<file path="src/rtl/fig_pkg.sv">
// -----------------------------------------------------------------------------
// fig_pkg
// Constants shared by the figure-overlay generator:
//   - overlay FSM state encoding (legacy 2-bit constants)
//   - legal figure ROM read-latency range
//   - default figure geometry (64 x 64 pixels)
// -----------------------------------------------------------------------------
package fig_pkg;

    localparam logic [1:0] ST_IDLE    = 2'd0;
    localparam logic [1:0] ST_PENDING = 2'd1;
    localparam logic [1:0] ST_SHOW    = 2'd2;

    localparam int unsigned ROM_LAT_MIN = 1;
    localparam int unsigned ROM_LAT_MAX = 3;

    localparam int unsigned FIG_W_LOG2_DEF = 6;
    localparam int unsigned FIG_H_DEF      = 64;

    // Forces the ROM latency into the supported range so the alignment
    // pipeline depth is always valid.
    function automatic int unsigned clamp_rom_latency(input int unsigned lat);
        if (lat < ROM_LAT_MIN) return ROM_LAT_MIN;
        if (lat > ROM_LAT_MAX) return ROM_LAT_MAX;
        return lat;
    endfunction

endpackage

</file>
<file path="src/rtl/fig_delay_line.sv">
// -----------------------------------------------------------------------------
// fig_delay_line
// Fixed-depth shift register used to align video timing/pixel data with the
// figure ROM read data.
//   clk   : pixel clock
//   rst_n : asynchronous active-low reset, clears every stage
//   din   : WIDTH-bit input word
//   dout  : din delayed by DEPTH clock cycles
// -----------------------------------------------------------------------------
module fig_delay_line
    import fig_pkg::*;
#(
    parameter int unsigned WIDTH = 1,
    parameter int unsigned DEPTH = 1
) (
    input  logic             clk,
    input  logic             rst_n,
    input  logic [WIDTH-1:0] din,
    output logic [WIDTH-1:0] dout
);

    logic [WIDTH-1:0] stage [DEPTH];

    always_ff @(posedge clk or negedge rst_n) begin
        if (!rst_n) begin
            for (int unsigned i = 0; i < DEPTH; i++) stage[i] <= '0;
        end else begin
            stage[0] <= din;
            for (int unsigned i = 1; i < DEPTH; i++) stage[i] <= stage[i-1];
        end
    end

    assign dout = stage[DEPTH-1];

endmodule

</file>
<file path="src/rtl/fig_overlay_gen.sv">
// -----------------------------------------------------------------------------
// fig_overlay_gen
// Overlays a figure (read from an external figure ROM) onto a camera video
// stream at a programmable position. Figure changes only take effect at the
// start of a frame; a clear removes the overlay immediately.
//   clk, rst_n                  : pixel clock, async active-low reset
//   vid_vs/hs/de, vid_data      : input video timing and camera pixel
//   fig_valid, fig_sel          : request to show figure fig_sel
//   fig_clear                   : remove the overlay (wins over fig_valid)
//   pos_x, pos_y                : overlay top-left pixel coordinate
//   rom_addr, rom_rd_data       : figure ROM address / read data
//   out_vs/hs/de, out_data      : video delayed by ROM_LATENCY+2 cycles
// -----------------------------------------------------------------------------
module fig_overlay_gen
    import fig_pkg::*;
#(
    parameter int unsigned ADDR_WIDTH           = 15,
    parameter int unsigned DATA_WIDTH           = 16,
    parameter int unsigned FIG_W_LOG2           = FIG_W_LOG2_DEF,
    parameter int unsigned FIG_H                = FIG_H_DEF,
    parameter int unsigned ROM_LATENCY          = 1,
    parameter logic [DATA_WIDTH-1:0] KEY_COLOR  = '0
) (
    input  logic                  clk,
    input  logic                  rst_n,
    input  logic                  vid_vs,
    input  logic                  vid_hs,
    input  logic                  vid_de,
    input  logic [DATA_WIDTH-1:0] vid_data,
    input  logic                  fig_valid,
    input  logic [2:0]            fig_sel,
    input  logic                  fig_clear,
    input  logic [11:0]           pos_x,
    input  logic [11:0]           pos_y,
    output logic [ADDR_WIDTH-1:0] rom_addr,
    input  logic [DATA_WIDTH-1:0] rom_rd_data,
    output logic                  out_vs,
    output logic                  out_hs,
    output logic                  out_de,
    output logic [DATA_WIDTH-1:0] out_data
);

    localparam int unsigned LAT      = clamp_rom_latency(ROM_LATENCY);
    localparam int unsigned FIG_W    = 1 << FIG_W_LOG2;
    localparam int unsigned FIG_SIZE = FIG_W * FIG_H;
    localparam int unsigned DLY_W    = DATA_WIDTH + 4;

    // ---------------- pixel coordinate counters ----------------
    logic [11:0] x, y;
    logic        vs_q, de_q;
    logic        vs_rise, de_fall;

    assign vs_rise = vid_vs && !vs_q;
    assign de_fall = !vid_de && de_q;

    always_ff @(posedge clk or negedge rst_n) begin
        if (!rst_n) begin
            x    <= '0;
            y    <= '0;
            vs_q <= 1'b0;
            de_q <= 1'b0;
        end else begin
            vs_q <= vid_vs;
            de_q <= vid_de;
            if (vid_de)       x <= x + 12'd1;
            else if (de_fall) x <= '0;
            if (vs_rise)      y <= '0;
            else if (de_fall) y <= y + 12'd1;
        end
    end

    // ---------------- window detection and ROM address ----------------
    logic [12:0]           x_end, y_end;
    logic                  in_win;
    logic [11:0]           dx, dy;
    logic [2:0]            fig_idx;
    logic [ADDR_WIDTH-1:0] addr_next;

    // 13-bit window ends so a window running past 4095 cannot wrap.
    assign x_end  = {1'b0, pos_x} + 13'(FIG_W);
    assign y_end  = {1'b0, pos_y} + 13'(FIG_H);
    assign in_win = vid_de && (x >= pos_x) && ({1'b0, x} < x_end)
                           && (y >= pos_y) && ({1'b0, y} < y_end);

    assign dx        = x - pos_x;
    assign dy        = y - pos_y;
    assign addr_next = ADDR_WIDTH'(32'(fig_idx) * FIG_SIZE)
                     + ADDR_WIDTH'(32'(dy) << FIG_W_LOG2)
                     + ADDR_WIDTH'(dx);

    always_ff @(posedge clk or negedge rst_n) begin
        if (!rst_n)      rom_addr <= '0;
        else if (in_win) rom_addr <= addr_next;
    end

    // ---------------- overlay control FSM ----------------
    logic [1:0] state;
    logic [2:0] pend_sel;
    logic       fig_live;
    logic       ov_en;

    // fig_live remembers that a figure was committed, so a new request made
    // mid-frame (SHOW -> PENDING) keeps the current figure visible until the
    // next frame start instead of blanking it.
    always_ff @(posedge clk or negedge rst_n) begin
        if (!rst_n) begin
            state    <= ST_IDLE;
            pend_sel <= '0;
            fig_idx  <= '0;
            fig_live <= 1'b0;
        end else if (fig_clear) begin
            state    <= ST_IDLE;
            fig_live <= 1'b0;
        end else if (fig_valid) begin
            state    <= ST_PENDING;
            pend_sel <= fig_sel;
        end else if (state == ST_PENDING && vs_rise) begin
            state    <= ST_SHOW;
            fig_idx  <= pend_sel;
            fig_live <= 1'b1;
        end
    end

    assign ov_en = (state == ST_SHOW) || (state == ST_PENDING && fig_live);

    // ---------------- alignment pipeline and output mux ----------------
    logic                  d_vs, d_hs, d_de, d_win;
    logic [DATA_WIDTH-1:0] d_data;

    fig_delay_line #(
        .WIDTH (DLY_W),
        .DEPTH (LAT + 1)
    ) u_delay (
        .clk   (clk),
        .rst_n (rst_n),
        .din   ({vid_vs, vid_hs, vid_de, in_win, vid_data}),
        .dout  ({d_vs, d_hs, d_de, d_win, d_data})
    );

    always_ff @(posedge clk or negedge rst_n) begin
        if (!rst_n) begin
            out_vs   <= 1'b0;
            out_hs   <= 1'b0;
            out_de   <= 1'b0;
            out_data <= '0;
        end else begin
            out_vs   <= d_vs;
            out_hs   <= d_hs;
            out_de   <= d_de;
            out_data <= (d_win && ov_en && rom_rd_data != KEY_COLOR) ? rom_rd_data : d_data;
        end
    end

endmodule

</file>
<file path="config.mk">
export PLATFORM = sky130hd
export DESIGN_NAME = fig_overlay_gen
export DESIGN_NICKNAME = d
export VERILOG_FILES = /design/src/rtl/fig_pkg.sv /design/src/rtl/fig_delay_line.sv /design/src/rtl/fig_overlay_gen.sv
export SDC_FILE = /design/constraint.sdc
export NUM_CORES = 1
export LEC_CHECK = 0
export CAP_MARGIN = 30
export CORE_ASPECT_RATIO = 0.9
export CORE_UTILIZATION = 48
export CTS_CLUSTER_DIAMETER = 80
export CTS_CLUSTER_SIZE = 12
export DETAILED_ROUTE_END_ITERATION = 10
export GPL_ROUTABILITY_DRIVEN = 0
export GPL_TIMING_DRIVEN = 1
export PLACE_DENSITY = 0.81
export SLEW_MARGIN = 5
export SYNTH_ARGS = -nofsm -noshare
export SYNTH_HDL_FRONTEND = slang
export SYNTH_SLANG_ARGS = --single-unit
export TNS_END_PERCENT = 1
</file>
<file path="constraint.sdc">
create_clock -name clk -period 3.56 [get_ports clk]
set_input_delay 0.712 -clock clk [delete_from_list [all_inputs] [get_ports clk]]
set_output_delay 0.712 -clock clk [all_outputs]
set_load 0.005 [all_outputs]
</file>
# Word-level counts from Yosys, hierarchy flattened

Index checks and enable logic that the tools add are counted.
W data, S select, Z words.

Register bits after elaboration: 109
Input port bits: 66
Output and inout bits: 34

Multiplexer cells: 11
Reductions and logical operators: 21
Bitwise logic cells: 2
Eq/ne operators: 3
Add/sub/neg operators: 8
Magnitude comparators: 4

Operators by type and width:

| kind                    | count |
|---|---|
| $mux W12                | 4 |
| $add A12 B7 Y13 const B | 2 |
| $lt A12 B13 Y1          | 2 |
| $add A12 B1 Y12 const B | 2 |
| $ge A12 B12 Y1          | 2 |
| $mux W16                | 1 |
| $reduce_bool A16 Y1     | 1 |
| $add A15 B12 Y15        | 1 |
| $add A15 B15 Y15        | 1 |
| $sub A12 B12 Y12        | 1 |
| $logic_and A1 B1 Y1     | 10 |
| $sub A9 B9 Y9           | 1 |
| $mux W2                 | 3 |
| $reduce_bool A2 Y1      | 3 |
| $reduce_and A2 Y1       | 2 |
| $mux W1                 | 3 |
| $reduce_and A3 Y1       | 1 |
| $reduce_bool A3 Y1      | 1 |
| $eq A2 B1 Y1 const B    | 1 |
| $eq A2 B2 Y1 const B    | 1 |
| $logic_not A1 Y1        | 2 |
| $ne A2 B1 Y1 const B    | 1 |
| $not A1 Y1              | 2 |
| $logic_or A1 B1 Y1      | 1 |

# Depth between registers and ports, before layout

Word-level depth: 6
Mapped depth: 17
Depth with buffers taken out: 17

# Cells and area by module

From an unflattened synthesis, not the netlist that was laid out.

Cells, all modules: 518
Area, all modules: 5746.8 µm²

By module, submodules not included:

| module          | seq. area each (µm²) | cells an instance | area each (µm²) | instances |
|---|---|---|---|---|
| fig_overlay_gen | 1726.7               | 458               | 4595.7          | 1 |
| fig_delay_line  | 1001.0               | 60                | 1151.1          | 1 |

# Worst setup path after synthesis

Ideal clock, no wire load.

Kind: input-to-reg
Start: input pos_x[0]
End: register rom_addr[14]
Data required time: 3435 ps
Stages: 16
Arrival: 3784 ps
Slack: -349 ps
Path buffers: 0
Library setup time: 125 ps
Path through: ha_1 fa_1 nand2b_1 a21oi_1 a21o_1 a21oi_1 xnor2_1 ha_1 fa_1 a21o_1 a21oi_1 o21ai_0 a21o_1 a21oi_1 xnor2_1 mux2_2

Longest elaborated chain between the ends: 5

RTL lines:

| item                                                  | line                                         | source |
|---|---|---|
| start: declaration                                    | fig_overlay_gen.sv:33                        | `input logic [11:0] pos_x,` |
| $add A12 B7 Y13 or $ge A12 B12 Y1 (tied branches)     | fig_overlay_gen.sv:80, fig_overlay_gen.sv:82 |  |
| $lt A12 B13 Y1 or $logic_and A1 B1 Y1 (tied branches) | fig_overlay_gen.sv:82                        | `assign in_win = vid_de && (x >= pos_x) && ({1'b0, x} < x_end)` |
| $logic_and A1 B1 Y1                                   | fig_overlay_gen.sv:82                        |  |
| $logic_and A1 B1 Y1 (2 in series)                     | fig_overlay_gen.sv:83                        | `&& (y >= pos_y) && ({1'b0, y} < y_end);` |
| end signal: assignment                                | fig_overlay_gen.sv:93                        | `else if (in_win) rom_addr <= addr_next;` |
| end: declaration                                      | fig_overlay_gen.sv:35                        | `output logic [ADDR_WIDTH-1:0] rom_addr,` |

Parallel ways exist; a longest one is shown, timed or not.
A chain may end at the register's enable or synchronous reset.

# Worst setup path in the final report

Start: input pos_x[5]
End: register rom_addr[14]

Same word-level chain as after synthesis.

==> metrics.txt <==
placed cell areas=7088 sq um; Antenna Cells=0; initial DRC count=205; P_leak=~3.6 nW; Pwr Density=about 390 nW/um^2; Port-buffer cells=slightly below 100; status=finished clean; Worst-path clk slew=0.07 ns; number of flops mapped to enable cells by yosys=0; Reg2Reg Setup Slack=0.12 ns; Final Cell Area=7640 sq um; area taken by multi-input logic gates=about 2900 sq um; core area=10,990 sq um; crit path DAT=approximately 3.7 ns; initial antenna violation count=0; final setup violation count=0; Syn Area/Cell=11.11 sq um; type of origin of the critical path=input port; Yosys cell types=48; R2R Path End=rom_addr[14]$_DFFE_PN0P_; ANT nets after route=0; Layout area overhead=38.90%; Tmin final=around 3.4 ns; die span in x=114.8 um; first-pass GRT wire length=20.80 mm; clk sinks=107; Worst Reg-to-Reg Cells=17; CP Class=input port to flip-flop; vias in the first global route=between 4,000 and 5,000; CTS tree=built; crit path max fanout=4; CP required=3.78 ns; share of layout cells above drive strength 1=about 23%; htree depth=3; Hold Crit Start=u_delay.stage[24]$_DFF_PN0_; root buf cell=clkbuf_16; Synth Net Count=just over 600; most frequent cells in the layout=107 x dfrtp_1, 92 x clkdlybuf4s50_1, 62 x buf_4, 39 x ha_1; Hold Crit Depth=0; commonest non-fill, non-tap cell in the layout=dfrtp_1; worst min path class=flip-flop to flip-flop; die area=~12,000 sq um; Yosys top cell area share=roughly half; drt drc=0; final period utilization=96.81%; post-route clock skew=0.01380 ns; Row Count=36; MaxCap Viol Count=0; Nets=778; final slew viol count=0; total number of vias=4,371; DR pass1 iterations=4; Vert. Die Dim=about 100 um; Reg area=2678 sq um; hold_buf cts=0; wire per inst=16.21 um; remaining global-route overflow=0; detailed placement HPWL=9.661 mm; Max VDD drop=240.2 uV; # fillers=828; Max Root-Sink Buffers=2; flops & latches, synth=107; Initial Util=50.05%; Syn. warnings=0; Syn Std Cell Area=5500 sq um; Post-synth top flop=dfrtp_1; final std cells w/o fill=818; reg2reg start=x[0]$_DFFE_PN0P_; max_slew headroom=56.27%; GR Util All Layers=roughly 22%; Placed Cells=793; Num CTS Buffers=9; routed wire length=about 13 mm; Crit. End Element=flip-flop; Final Hold Vio Count=0; largest area contributor in the netlist=dfrtp_1; Least-Margin Pin Slew=approximately 0.66 ns; Hold EP=u_delay.dout[4]$_DFF_PN0_; largest net degree at the start of global routing=55; Skew-Pair Late Insertion Delay=0.34 ns; Post-synth ARST share=100.0%; Synth area leaders=dfrtp_1 49%, ha_1 11%, mux2_2 5.7%; I/O pin count=100; Vias/cell=5.344; register area share after synthesis=about 49%; Post-Synthesis Cells=495; FMAX=290.2 MHz
==> kinds of logic after synthesis <==
group           after synthesis  share of synthesized area (%)
compound gates               91                          10.44
mux                          38                          8.098
buf+inv                      43                          3.367
xor+xnor                     38                          6.051
flops                       107                          48.68
simple gates                127                          11.35
fa+ha+maj                    51                          12.01
==> registers in the layout, indices dropped and copies added, names as in the netlist, 2 cells and up <==
register       flops
state              2
out_data          16
rom_addr          15
u_delay.stage     19
fig_idx            3
pend_sel           3
x                 12
u_delay.dout      20
y                 12
==> synthesized netlist by cell type, types with 4 or more instances <==
library cell,count
mux2i_1,4
nor2b_1,9
a21oi_1,29
o21ai_0,26
nand2b_1,5
xor2_1,14
nand3_1,21
and3_1,7
ha_1,48
nand2_1,32
a21o_1,12
dfrtp_1,107
clkbuf_1,6
nor4_1,4
inv_1,35
mux2_2,28
nand4_1,8
nor2_1,29
xnor2_1,24
mux2_4,6
==> routing by layer <==
metal  share of wire [%]  global-route usage [%]  vias up  wire length (um)
li1                    -                       -     2068                 -
met1                  42                   27.45     2127              5562
met2                  49                   39.13      140              6540
met3                 6.1                   4.740       36               810
met4                 2.6                   6.957        0               347
met5                   0                       0        -                 0
==> worst max-delay path by stage <==
stage	to	from	slack [ns]	cells after the start
after floorplan	rom_addr[14]$_DFFE_PN0P_	pos_x[0]	-0.01	16
after global placement	rom_addr[13]$_DFFE_PN0P_	pos_x[1]	-0.62	16
after detailed placement	rom_addr[13]$_DFFE_PN0P_	pos_x[1]	-0.76	16
after CTS	rom_addr[14]$_DFFE_PN0P_	pos_x[2]	0.001	18
after global routing	rom_addr[14]$_DFFE_PN0P_	pos_x[5]	-0.04	16
final	rom_addr[14]$_DFFE_PN0P_	pos_x[5]	0.11	16
==> through the flow <==
stage	total power [W]	setup TNS (ns)	util (%)	hold slack, ns	setup WS [ns]
2_1_floorplan	0.001659	-0.01562	-	0.3312	-0.01072
3_3_place_gp	0.001929	-2.754	64.49	0.3315	-0.6230
3_5_place_dp	0.001959	-3.663	64.49	0.3347	-0.7596
4_1_cts	0.002956	0	68.47	0.3507	0.001287
5_1_grt	0.003115	-0.04702	69.51	0.3588	-0.03844
6_report	0.002970	0	69.51	0.3497	0.1136
==> where the power goes <==
group | total (W) | leakage, nW | internal (W) | switching (W)
registers | 0.00132 | 1.33 | 0.00127 | 0.0000419
logic | 0.000703 | 2.12 | 0.000389 | 0.000313
clock network | 0.000951 | 0.140 | 0.000489 | 0.000462
total | 0.00297 | 3.59 | 0.00215 | 0.000817
==> area by class of cell <==
class                      count  area share, %
multi-input combinational    345          37.47
sequential                   107          35.05
timing repair buffer         163          19.55
clock buffer                  10          2.997
tap                          152          2.489
inverter                      35          1.720
clock inverter                 6         0.7206
==> worst max-delay path, cell delays in order <==
cell	delay, ns
clkdlybuf4s50_1	0.45
inv_1	0.08
ha_4	0.27
a21oi_4	0.20
o21ai_2	0.11
a21o_1	0.19
a21o_1	0.18
a21oi_1	0.17
xnor2_1	0.15
ha_1	0.30
nand2_1	0.09
o21ai_2	0.07
a21o_1	0.19
a21oi_2	0.15
xnor2_1	0.08
mux2_2	0.26
==> what timing repair did <==
action	4_1_cts	5_1_grt
gates resized for setup	25	23
endpoints found under the setup margin	5	4
pin swaps	22	23
buffers inserted	6	3
Note: power is estimated with default switching activity, not from simulation.
